[config.mk]
export PLATFORM = sky130hd
export DESIGN_NAME = mem_arbiter
export DESIGN_NICKNAME = d
export VERILOG_FILES = /design/src/rtl/mem_arbiter.sv
export SDC_FILE = /design/constraint.sdc
export NUM_CORES = 1
export LEC_CHECK = 0
export BUFFER_PORTS_ARGS = -buffer_cell sky130_fd_sc_hd__buf_2
export CAP_MARGIN = 20
export CORE_AREA = 2 2 340 342
export DETAILED_ROUTE_END_ITERATION = 6
export DIE_AREA = 0 0 342 344
export REMOVE_ABC_BUFFERS = 1
export SYNTH_ARGS = -nofsm -noshare
export SYNTH_HDL_FRONTEND = slang
export SYNTH_SLANG_ARGS = --single-unit
[constraint.sdc]
create_clock -name clk -period 4.3 [get_ports clk]
set_clock_uncertainty 0.05 [all_clocks]
set_input_delay 0.645 -clock clk [delete_from_list [all_inputs] [get_ports clk]]
set_output_delay 0.645 -clock clk [all_outputs]
set_load 0.01 [all_outputs]
[src/rtl/mem_arbiter.sv]
`default_nettype none
`timescale 1ns/1ps
// +--------------------------------------------------------------------------+
// | Module      : mem_arbiter                                                |
// | Description : Two-requester (icache / dcache) arbiter for the single     |
// |               main-memory port. Grants one owner per transaction,        |
// |               latches its request, issues a one-cycle pulse to memory,   |
// |               routes the response back and hands over back-to-back.      |
// |               Optional: define MEM_ARB_ROUND_ROBIN_EN for round-robin    |
// |               selection in IDLE (default: dcache has fixed priority).    |
// | Revision    : 1.0 - initial release                                      |
// +--------------------------------------------------------------------------+
module mem_arbiter #(
  parameter int ADDR_W         = 32,
  parameter int LINE_W         = 128,
  parameter int TIMEOUT_CYCLES = 64
) (
  input  logic              clk,
  input  logic              reset,
  input  logic              i_req_valid,
  input  logic              i_req_rw,
  input  logic [ADDR_W-1:0] i_req_addr,
  input  logic [LINE_W-1:0] i_req_data,
  output logic              i_grant,
  output logic              i_resp_valid,
  output logic [LINE_W-1:0] i_resp_data,
  input  logic              d_req_valid,
  input  logic              d_req_rw,
  input  logic [ADDR_W-1:0] d_req_addr,
  input  logic [LINE_W-1:0] d_req_data,
  output logic              d_grant,
  output logic              d_resp_valid,
  output logic [LINE_W-1:0] d_resp_data,
  output logic              mem_req_valid,
  output logic              mem_req_rw,
  output logic [ADDR_W-1:0] mem_req_addr,
  output logic [LINE_W-1:0] mem_req_data,
  input  logic              mem_resp_valid,
  input  logic [LINE_W-1:0] mem_resp_data,
  output logic              err_timeout
);

  localparam int CNT_W = $clog2(TIMEOUT_CYCLES + 2);
  localparam bit WDOG_EN = (TIMEOUT_CYCLES > 0);
  // Last busy-cycle count at which a missing response triggers the abort.
  localparam logic [CNT_W-1:0] CNT_LAST = CNT_W'((TIMEOUT_CYCLES > 0) ? TIMEOUT_CYCLES - 1 : 0);
  localparam logic [CNT_W-1:0] CNT_MAX  = CNT_W'(TIMEOUT_CYCLES);

  typedef enum logic [1:0] {
    IDLE   = 2'd0,
    BUSY_I = 2'd1,
    BUSY_D = 2'd2
  } state_t;

  state_t              state_q, state_d;
  logic                pulse_q, pulse_d;
  logic                rw_q, rw_d;
  logic [ADDR_W-1:0]   addr_q, addr_d;
  logic [LINE_W-1:0]   data_q, data_d;
  logic [CNT_W-1:0]    cnt_q, cnt_d;
  logic                err_q, err_d;
  logic                grant_new;
  logic                grant_to_d;
`ifdef MEM_ARB_ROUND_ROBIN_EN
  logic                rr_q, rr_d;   // 1 = dcache side has priority
`endif

  // Next-state, winner selection, request latching and watchdog.
  always_comb begin
    state_d    = state_q;
    pulse_d    = 1'b0;
    rw_d       = rw_q;
    addr_d     = addr_q;
    data_d     = data_q;
    cnt_d      = (cnt_q == CNT_MAX) ? cnt_q : cnt_q + 1'b1;
    err_d      = err_q;
    grant_new  = 1'b0;
    grant_to_d = 1'b0;
`ifdef MEM_ARB_ROUND_ROBIN_EN
    rr_d       = rr_q;
`endif
    unique case (state_q)
      IDLE: begin
        if (i_req_valid || d_req_valid) begin
          grant_new = 1'b1;
`ifdef MEM_ARB_ROUND_ROBIN_EN
          grant_to_d = (i_req_valid && d_req_valid) ? rr_q : d_req_valid;
`else
          grant_to_d = d_req_valid;
`endif
        end
      end
      BUSY_I: begin
        // Owner is excluded: only the dcache can take over on handover.
        if (mem_resp_valid) begin
          if (d_req_valid) begin
            grant_new  = 1'b1;
            grant_to_d = 1'b1;
          end else begin
            state_d = IDLE;
          end
        end else if (WDOG_EN && (cnt_q == CNT_LAST)) begin
          state_d = IDLE;
          err_d   = 1'b1;
        end
      end
      BUSY_D: begin
        if (mem_resp_valid) begin
          if (i_req_valid) begin
            grant_new  = 1'b1;
            grant_to_d = 1'b0;
          end else begin
            state_d = IDLE;
          end
        end else if (WDOG_EN && (cnt_q == CNT_LAST)) begin
          state_d = IDLE;
          err_d   = 1'b1;
        end
      end
      default: state_d = IDLE;
    endcase

    if (grant_new) begin
      state_d = grant_to_d ? BUSY_D : BUSY_I;
      pulse_d = 1'b1;
      cnt_d   = '0;
      rw_d    = grant_to_d ? d_req_rw   : i_req_rw;
      addr_d  = grant_to_d ? d_req_addr : i_req_addr;
      data_d  = grant_to_d ? d_req_data : i_req_data;
`ifdef MEM_ARB_ROUND_ROBIN_EN
      rr_d    = ~grant_to_d;
`endif
    end
  end

  // State and latched-request registers with synchronous reset.
  always_ff @(posedge clk) begin
    if (reset) begin
      state_q <= IDLE;
      pulse_q <= 1'b0;
      rw_q    <= 1'b0;
      addr_q  <= '0;
      data_q  <= '0;
      cnt_q   <= '0;
      err_q   <= 1'b0;
`ifdef MEM_ARB_ROUND_ROBIN_EN
      rr_q    <= 1'b0;
`endif
    end else begin
      state_q <= state_d;
      pulse_q <= pulse_d;
      rw_q    <= rw_d;
      addr_q  <= addr_d;
      data_q  <= data_d;
      cnt_q   <= cnt_d;
      err_q   <= err_d;
`ifdef MEM_ARB_ROUND_ROBIN_EN
      rr_q    <= rr_d;
`endif
    end
  end

  assign i_grant       = (state_q == BUSY_I);
  assign d_grant       = (state_q == BUSY_D);
  assign i_resp_valid  = i_grant & mem_resp_valid;
  assign d_resp_valid  = d_grant & mem_resp_valid;
  assign i_resp_data   = i_resp_valid ? mem_resp_data : '0;
  assign d_resp_data   = d_resp_valid ? mem_resp_data : '0;
  assign mem_req_valid = pulse_q;
  assign mem_req_rw    = rw_q;
  assign mem_req_addr  = addr_q;
  assign mem_req_data  = data_q;
  assign err_timeout   = err_q;

endmodule
`default_nettype wire
### Word level (Yosys, flattened, before mapping)

Cells that the tools add are included.

| cells by class | value |
|---|---|
| add/sub/neg operators | 1 |
| multipliers | 0 |
| div/mod/pow operators | 0 |
| order comparisons | 0 |
| equality and inequality tests | 7 |
| shift-type cells | 0 |
| multiplexer cells | 22 |
| bitwise operators | 3 |
| reductions and logical operators | 6 |

Operators with widths:

| kind | number |
|---|---|
| $mux W128 | 3 |
| $mux W32 | 1 |
| $mux W2 | 7 |
| $mux W1 | 8 |
| $ne A4 B3 Y1 const B | 2 |
| $add A7 B1 Y7 const B | 1 |
| $eq A7 B6 Y1 const B | 1 |
| $eq A7 B7 Y1 const B | 1 |
| $pmux W2 S3 | 1 |
| $reduce_and A3 Y1 | 2 |
| $reduce_or A2 Y1 | 2 |
| $pmux W1 S3 | 1 |
| $and A1 B1 Y1 | 2 |
| $eq A2 B1 Y1 const B | 1 |
| $eq A2 B2 Y1 const B | 1 |
| $logic_not A2 Y1 | 1 |
| $ne A2 B2 Y1 const B | 1 |
| $pmux W1 S2 | 1 |
| $logic_or A1 B1 Y1 | 1 |
| $not A1 Y1 | 1 |

| storage, ports and cells | value |
|---|---|
| bits in registers | 172 |
| latch bits | 0 |
| memory bits (writable) | 0 |
| ROM bits | 0 |
| bits of input ports | 455 |
| memories kept | 0 |

### Longest topological paths before layout

Gate-level depths: netlist of the first run.

| depth | value |
|---|---|
| word-level depth | 5 |
| mapped depth | 9 |
| mapped depth without buffers | 6 |

### Worst setup path before layout of the first run

OpenSTA, ideal clock, no wires.

| timing | value |
|---|---|
| kind | input port to output port |
| from | input port mem_resp_valid |
| to | output port d_resp_data[0] |
| arrival time | 1.427 ns |
| required time | 3.605 ns |
| setup slack | 2.178 ns |
| stages | 4 |
| path buffers | 3 |
| cells stage by stage | buf_6 clkbuf_1 clkbuf_1 and3_1 |

| between the ends | value |
|---|---|
| word-level cells in the longest chain between the ends | 2 |

Ends and longest elaborated chain:

| element | RTL line | RTL |
|---|---|---|
| from (decl) | 38 | `input logic mem_resp_valid,` |
| $and A1 B1 Y1 | 166 | `assign d_resp_valid = d_grant & mem_resp_valid;` |
| $mux W128 | 168 | `assign d_resp_data = d_resp_valid ? mem_resp_data : '0;` |
| to (decl) | 33 | `output logic [LINE_W-1:0] d_resp_data,` |

No other way between the ends.

### Final worst setup path of the first run

| timing | value |
|---|---|
| from | register state_q[1] |
| to | output port i_resp_data[109] |

| between the ends | value |
|---|---|
| word-level cells in the longest chain between the ends | 3 |

Ends and longest elaborated chain:

| element | RTL line | RTL |
|---|---|---|
| from (decl) | 55 | `state_t state_q, state_d;` |
| from (signal assigned) | 150 | `state_q <= state_d;` |
| $eq A2 B1 Y1 | 163 | `assign i_grant = (state_q == BUSY_I);` |
| $and A1 B1 Y1 | 165 | `assign i_resp_valid = i_grant & mem_resp_valid;` |
| $mux W128 | 167 | `assign i_resp_data = i_resp_valid ? mem_resp_data : '0;` |
| to (decl) | 26 | `output logic [LINE_W-1:0] i_resp_data,` |

No other way between the ends.

==> results.tsv, run 1 <==
metric	value	unit
postCtsSetupBuffers	0	
hold_violations	0	
drc	0	
cts_resized	0	
post-route-period-util	68.8	%
first_pass_iters	5	
cp_max_fo	114	
cp.arrival	2260	ps
period_needed	2960	ps
drv_slew	0	
ioPinCount	878	
yosysWarnings	0	
start_kind	register	
setup_viol	0	
vias	13100	
cts_root_buffer	clkbuf_16	
clkLatencyLatePin	530	ps
dieArea	118000	um^2
p_leak	8.85	nW
async_reset_ff_share	0	%
synth_top_area_cell	dfxtp_1	
die_y	344	um
clock_path_buffers	2	
grt_pass1_wl	114000	um
maxCapViolations	0	
gp_congestion	0.938	
cts_num_sinks	172	
layoutNonFillerInstCount	3579	
fp-row-count	124	
synth_area	9770	um^2
yosys.area.top_type_share	35.3	%
viasPerCell	3.65	
cts_tree	done	
setup_ws	1340	ps
path_clk_slew	100	ps
grt_overflow	0	
drtIter0Drc	875	
synth-seq-cells	172	
netlist_top_cells_count	and3_1, dfxtp_1, nor2_1	
avgSynthCellArea	7.65	um^2
tightest_slew	997	ps
antenna_found_initial	44	
ctsHoldBuffers	0	
powerDensity	400	nW/um^2
synth-main-ff-cell	dfxtp_1	
dp_hpwl	76500	um
holdWs	293	ps
grt_setup_unrepaired	false	
start_util	8.58	%
cp.required	3610	ps
syn_inst	1276	
min_path_type	in2reg	
grt_pass1_vias	12100	
synth_seq_area_share	35.3	%
design.core.area	114000	um^2
cts_buffers	17	
port_buffers	877	
drive_gt1_share	49.3	%
yosysMostFrequentCell	and3_1	
die_w	342	um
end_kind	output port	
synthTopCellsByArea	dfxtp_1, and3_1, a211oi_2, a21oi_1, a211oi_1	
grt_start_max_net_pins	132	
max-slew-margin-rel	33.5	%
worstSetupPathType	reg2out	
wl_per_cell	25.4	um
ant_nets	0	
dp.cells	3532	
yosysUniqueCellTypes	36	
nets	2501	
place_ws	1440	ps
synth_edf_count	0	
areaGrowthSynthToFinish	66.9	%
ir_worst_vdd	0.000382	V
p_total	0.00652	W
clock.fmax	338	MHz
grtUsageTotal	14.7	%
htree_levels	4	
drt-total-wl	90700	um
status	finished, final reports clean	
==> stage by stage <==
| step | TNS (ps) | cell area [um^2] | utilization (%) |
|---|---|---|---|
| floorplan | -271780 | 9060 | - |
| global placement | 0 | 15700 | 13.7 |
| detailed placement | 0 | 15700 | 13.7 |
| CTS | 0 | 16200 | 14.3 |
| global route | 0 | 16300 | 14.3 |
| finish | 0 | 16300 | 14.3 |
==> logic make-up after synthesis <==
kind of cell	Yosys count	synth area share [%]
flip-flops	172	35.3
multiplexers	1	0.102
buffers and inverters	153	7.43
adder cells (fa/ha/maj)	6	0.769
AND/OR/NAND/NOR	608	30.5
XOR/XNOR	5	0.448
AO/OA/AOI/OAI	331	25.5
==> critical path: stages (launching register included) <==
cell	delay, ps
dfxtp_1	350
inv_1	140
ha_4	150
buf_4	210
buf_16	310
and3_1	280
buf_2	160
==> flip-flops by register name, summed over array words and instances (netlist names) <==
register       cells
mem_req_data     128
mem_req_addr      32
cnt_q              7
state_q            2
err_timeout        1
mem_req_rw         1
mem_req_valid      1
==> cells in the final DEF (no fill, tap or decap), types with 11 or more instances in the layout <==
cell type and count:
clkbuf_16 17, nor2_1 166, buf_12 11, buf_2 875, dfxtp_1 172, a211oi_2 70
a21oi_1 150, and3_1 256, a211oi_1 91, diode_2 15, nand2_1 165
==> routing by layer <==
layer  track usage [%]  vias up  wire, um
met5                 0        -        59
met4              3.78       10      2240
met3              5.10       87      8240
met2              25.2      706     44000
met1              17.4     6208     36200
li1                  -     6045         -
==> power by group <==
group          internal, W  total (W)  switching (W)
clock network     0.000818    0.00171       0.000890
logic             0.000916    0.00276        0.00185
registers          0.00188    0.00205       0.000176
==> cell type report <==
cell class                      count  area, um^2
Clock buffer                       17         425
Multi-Input combinational cell    951        5650
Antenna cell                       15        37.5
Timing Repair Buffer              893        4680
Fill cell                       13200       97600
Inverter                            5        18.8
Tap cell                         1512        1890
Sequential cell                   172        3440
Clock inverter                     14         155
==> path summary, 6_finish.rpt <==
kind                                     start                to  slack [ps]  depth (start not counted)
worst min register to register     err_timeout       err_timeout         430                          2
worst max-delay path                state_q[1]  i_resp_data[109]        1340                          6
worst min-delay path            i_req_data[15]  mem_req_data[15]         290                          3
worst max register to register      state_q[0]  mem_req_data[10]        1680                          7
(Power assumes the default switching activity.)
==> run 2, diff against run 1 <==
Clock period 4.3 ns to 2.62 ns, I/O delays scaled along.
==> results.tsv, run 2 (synthesis gave the netlist of run 1 again) <==
metric	value	unit	change
design.core.area	114000	um^2	unchanged
ant_nets	0		unchanged
die_w	342	um	unchanged
layout_commonest_cell	buf_2		
drive_gt1_share	50.2	%	+0.90 points
hp-start	i_req_data[19]		
areaGrowthSynthToFinish	71.3	%	
post-route-period-util	94.8	%	
dieArea	118000	um^2	unchanged
place_ws	317	ps	-1130 ps
power.share.switching	43.7	%	-1.0 points
pwr-share-comb	42.7	%	+0.3 points
clock_power_share	26.4	%	+0.2 points
postCtsSetupBuffers	0		unchanged
finalInstanceArea	16700	um^2	+2.6%
clock_path_buffers	2		unchanged
gp_congestion	0.935		-0.29%
drt-total-wl	91700	um	+1.1%
grt_pass1_wl	115000	um	+0.59%
cts_buffers	17		unchanged
min_path_type	in2reg		
start_util	8.58	%	unchanged
power_switching	0.00481	W	+65%
dp_hpwl	77500	um	+1.3%
grt_start_max_net_pins	132		unchanged
drv_slew	0		unchanged
antenna_found_initial	28		-36%
grtUsageTotal	14.6	%	-0.079 points
setup_viol	0		unchanged
drtIter0Drc	825		-5.7%
nets	2529		+1.1%
max-slew-margin-rel	63.4	%	+30 points
wl_per_cell	25.4	um	+0.32%
drc	0		unchanged
period_needed	2480	ps	
ir_worst_vdd	0.000467	V	+22%
p_leak	9.05	nW	+2.2%
dp.cells	3559		+0.76%
fp-row-count	124		unchanged
ioPinCount	878		unchanged
worstSetupPathType	reg2out		
end_kind	output port		
start_kind	register		
cp_top_family	buffers and inverters		
tightest_slew	550	ps	-447 ps
grt_pass1_vias	12400		+2.5%
status	finished, final reports clean		
viasPerCell	3.68		+0.95%
cp.arrival	2040	ps	-220 ps
cp_max_fo	66		-42%
grt_overflow	0		unchanged
cp-startpoint	state_q[0]		
cp.required	2180	ps	-1430 ps
htree_levels	4		unchanged
ctsHoldBuffers	0		unchanged
layoutNonFillerInstCount	3606		+0.75%
crit_slowest_cell	dfxtp_1		
port_buffers	877		unchanged
first_pass_iters	7		+2
r2r-start	state_q[1]		
cp_cell_sequence	inv_1, ha_4, buf_16, and3_1, buf_2		
path_buf_inv	3		-1
post_dp_cell_area	16000	um^2	+2.2%
final_cell_mix	buf_2, and3_1, dfxtp_1		
grt_setup_unrepaired	false		
powerDensity	658	nW/um^2	+64%
clock.fmax	402	MHz	
holdWs	66.9	ps	-226 ps
die_y	344	um	unchanged
hold_violations	0		unchanged
cts_num_sinks	172		unchanged
largest_reg_flops	128		unchanged
path_clk_slew	90	ps	about the same
clkLatencyLatePin	500	ps	-30 ps
crit_path_max_incr_delay	350	ps	about the same
cts_tree	done		
cts_root_buffer	clkbuf_16		
seqPwrFrac	30.9	%	-0.5 points
internal-power	0.00620	W	+72%
setup_ws	135	ps	-1210 ps
maxCapViolations	0		unchanged
vias	13300		+1.7%
## run 2: cell types whose count changed in the layout (fill, tap and decap cells not counted), sizes merged
cell      previous run  this run
buf                893       919
bufinv               1         2
clkbuf              17        19
clkinv               7         3
clkinvlp             0         3
diode               15        13
inv                 11        12
## run 2: stage by stage
| step | power, W | utilization, % | TNS, ps |
|---|---|---|---|
| 2_1_floorplan | 0.00557 | - | -612860 |
| 5_1_grt | 0.0117 | 14.7 | 0 |
| 4_1_cts | 0.0112 | 14.6 | 0 |
| 6_report | 0.0110 | 14.7 | 0 |
| 3_5_place_dp | 0.00822 | 14.0 | 0 |
| 3_3_place_gp | 0.00819 | 14.0 | 0 |
## run 2: area by class of cell
class / instances / area (um^2)
multi-input cells: 951 / 5660
clock buffers: 17 / 425
well taps: 1512 / 1890
fillers: 13300 / 97200
diodes: 13 / 32.5
repair buffers: 921 / 5060
flip-flops and latches: 172 / 3440
inverters: 5 / 18.8
clock inverters: 15 / 193
## run 2: repair_timing
item | CTS | global route
gates resized for setup | 6 | 1
cloned | 0 | 2
endpoints found under the setup margin | 19 | 44
## run 2: worst register-to-register path, cell delays in order, from the launching register on
cell and delay (ps):
dfxtp_1 410, inv_1 120, ha_4 220, a21o_4 260, a22oi_2 300, buf_12 250, buf_12 320, a21oi_1 80
a211oi_2 240
## run 2: path summary, 6_finish.rpt
path / endpoint / slack (ps) / cells after the start
min: mem_req_data[19] / 70 / 3
max reg2reg: mem_req_data[99] / 300 / 8
min reg2reg: cnt_q[6] / 430 / 2
max: d_resp_data[105] / 140 / 5
## run 2: layer usage
layer  vias up  share of wire (%)  global-route usage (%)
li1       6102                  -                       -
met1      6375                 41                    17.6
met2       706                 48                    24.5
met3        88                8.8                    4.75
met4         8                2.8                    4.57
met5         -              0.061                       0
## run 2: power by group through the flow
stage                     registers, W  clock network (W)  logic [W]
after floorplan                0.00357                  0    0.00200
after global placement         0.00345                  0    0.00474
after detailed placement       0.00346                  0    0.00476
after CTS                      0.00340            0.00305    0.00478
after global routing           0.00345            0.00310    0.00512
final                          0.00340            0.00291    0.00470
==> run 3, diff against run 2 <==
Settings changed: ABC_AREA set to 1, CORE_AREA 2 2 340 342 to 2 2 343 345, DIE_AREA 0 0 342 344 to 0 0 345 347, PLACE_DENSITY_LB_ADDON set to 0.2.
==> results.tsv, run 3 <==
metric	value	unit	change
synthTopCellsByArea	dfxtp_1, nand2_1, nor2_1, a21oi_1, nand3_1		
async_reset_ff_share	0	%	unchanged
grtUsageTotal	13.6	%	-1.0 points
fp-row-count	125		+0.81%
end_kind	output port		
dp_hpwl	70500	um	-9.0%
syn_inst	1734		+36%
final_cell_mix	buf_2, nand2_1, nor2_1		
finalInstanceArea	17000	um^2	+1.4%
seqPwrFrac	31.0	%	about the same
layout_commonest_cell	buf_2		
cts_num_sinks	172		unchanged
clock_path_buffers	2		unchanged
largest_reg_flops	128		unchanged
grt_pass1_vias	13800		+11%
synth-seq-cells	172		unchanged
grt_start_max_net_pins	90		-32%
yosysUniqueCellTypes	19		-47%
yosysMostFrequentCell	nand2_1		
grt_setup_unrepaired	false		
drt-total-wl	84500	um	-7.9%
cp.arrival	2130	ps	+90 ps
grt_overflow	0		unchanged
ant_nets	0		unchanged
period_needed	2570	ps	+83.4 ps
path_clk_slew	90	ps	about the same
synth_seq_area_share	34.6	%	-0.64 points
ioPinCount	878		unchanged
viasPerCell	3.43		-7.0%
max-slew-margin-rel	61.3	%	-2.1 points
drtIter0Drc	850		+3.0%
powerDensity	625	nW/um^2	-5.0%
power.share.switching	43.7	%	about the same
drv_slew	0		unchanged
tightest_slew	580	ps	+30.6 ps
avgSynthCellArea	5.74	um^2	-25%
drc	0		unchanged
clock.fmax	389	MHz	-3.2%
setup_ws	51.9	ps	-83.4 ps
yosys.area.top_type_share	34.6	%	-0.64 points
grt_pass1_wl	113000	um	-2.0%
dieArea	120000	um^2	+1.8%
dp.cells	4052		+14%
crit_end	d_resp_data[69]		
clkLatencyLatePin	520	ps	+20 ps
cp.required	2180	ps	about the same
areaGrowthSynthToFinish	70.6	%	
cp-startpoint	state_q[0]		
synth_edf_count	0		unchanged
worstSetupPathType	reg2out		
cts_tree	done		
ctsHoldBuffers	0		unchanged
cp_max_fo	16		-76%
nets	3010		+19%
r2r_end	cnt_q[0]		
rr_worst_depth	9		+1
pwr-share-comb	43.4	%	+0.7 points
netlist_top_cells_count	nand2_1, nor2_1, dfxtp_1		
min_path_type	in2reg		
first_pass_iters	5		-2
gp_congestion	0.919		-1.8%
post-route-period-util	98.0	%	+3.2 points
synth-main-ff-cell	dfxtp_1		
status	finished, final reports clean		
synth_area	9950	um^2	+1.8%
layoutNonFillerInstCount	4091		+13%
setup_viol	0		unchanged
power_switching	0.00463	W	-3.7%
clock_power_share	25.7	%	-0.7 points
drive_gt1_share	38.1	%	-12 points
design.core.area	116000	um^2	+1.6%
maxCapViolations	0		unchanged
hold_violations	0		unchanged
ir_worst_vdd	0.000456	V	-2.3%
start_util	8.59	%	+0.018 points
start_kind	register		
place_ws	216	ps	-101 ps
port_buffers	877		unchanged
post_dp_cell_area	16300	um^2	+1.8%
htree_levels	4		unchanged
wl_per_cell	20.6	um	-19%
vias	14000		+5.5%
r2r-start	state_q[1]		
yosysWarnings	0		unchanged
die_y	347	um	+0.87%
synth_top_area_cell	dfxtp_1		
cts_root_buffer	clkbuf_16		
die_w	345	um	+0.88%
internal-power	0.00597	W	-3.7%
p_leak	9.62	nW	+6.3%
rrSetupSlack	290	ps	about the same
cts_buffers	17		unchanged
antenna_found_initial	24		-14%
-- run 3: cell types whose count changed after synthesis, moves of 91 or more --
cell	delta
a211oi_1	-91
and3_1	-256
inv_1	+137
nand2_1	+499
nand3_1	+164
nor2_1	+101
-- run 3: logic make-up after synthesis --
| group | share of synthesized area [%] |
|---|---|
| compound gates | 8.68 |
| simple gates | 44.1 |
| fa+ha+maj | 0.755 |
| flops | 34.6 |
| buf+inv | 11.8 |
-- run 3: layer usage --
layer,vias up,GRT usage (%),routed length [um]
met4,14,3.70,1710
met2,593,22.1,39100
met1,6378,16.8,36000
met5,-,0,94
met3,73,4.99,7550
li1,6956,-,-
-- run 3: worst min path at each step --
stage	startpoint	slack [ps]	cells past startpoint	end
3_3_place_gp	mem_req_addr[2]	400	2	mem_req_addr[2]
5_1_grt	d_req_data[34]	130	5	mem_req_data[34]
6_report	d_req_data[40]	170	5	mem_req_data[40]
3_5_place_dp	mem_req_addr[29]	400	2	mem_req_addr[29]
4_1_cts	d_req_data[7]	110	5	mem_req_data[7]
2_1_floorplan	reset	410	1	mem_req_addr[0]
-- run 3: power groups by stage --
stage	clock network [W]	registers [W]	logic [W]
after floorplan	0	0.00352	0.00198
after global placement	0	0.00334	0.00474
after detailed placement	0	0.00335	0.00470
after CTS	0.00291	0.00330	0.00474
after global routing	0.00297	0.00335	0.00509
final	0.00272	0.00328	0.00460
-- run 3: what timing repair did --
action,4_1_cts,5_1_grt
resized for setup,8,6
buffers inserted,1,0
endpoints found under the setup margin,138,5
pin swaps,1,0
gates cloned,1,0
-- run 3: stage by stage --
step                      hold slack [ps]  TNS (ps)  total power (W)  util [%]
final                                 172         0           0.0106      14.7
after global routing                  133         0           0.0114      14.6
after CTS                             107         0           0.0109      14.6
after detailed placement              402         0          0.00805      14.1
after global placement                399         0          0.00807      14.1
after floorplan                       412  -1019000          0.00550         -
-- run 3: layout make-up --
class                      instances  area (um^2)
timing repair buffer             928         5030
clock buffer                      17          425
inverter                         143          542
tap                             1524         1910
fill                           13900        98800
clock inverter                    14          155
sequential                       172         3440
antenna                            6         15.0
multi-input combinational       1287         5450
-- run 3: worst max-delay path, stage by stage, from the launching register on --
cell and delay, ps:
dfxtp_1 370, inv_1 100, ha_2 260, nand2_8 140
nor2_1 470, buf_2 230
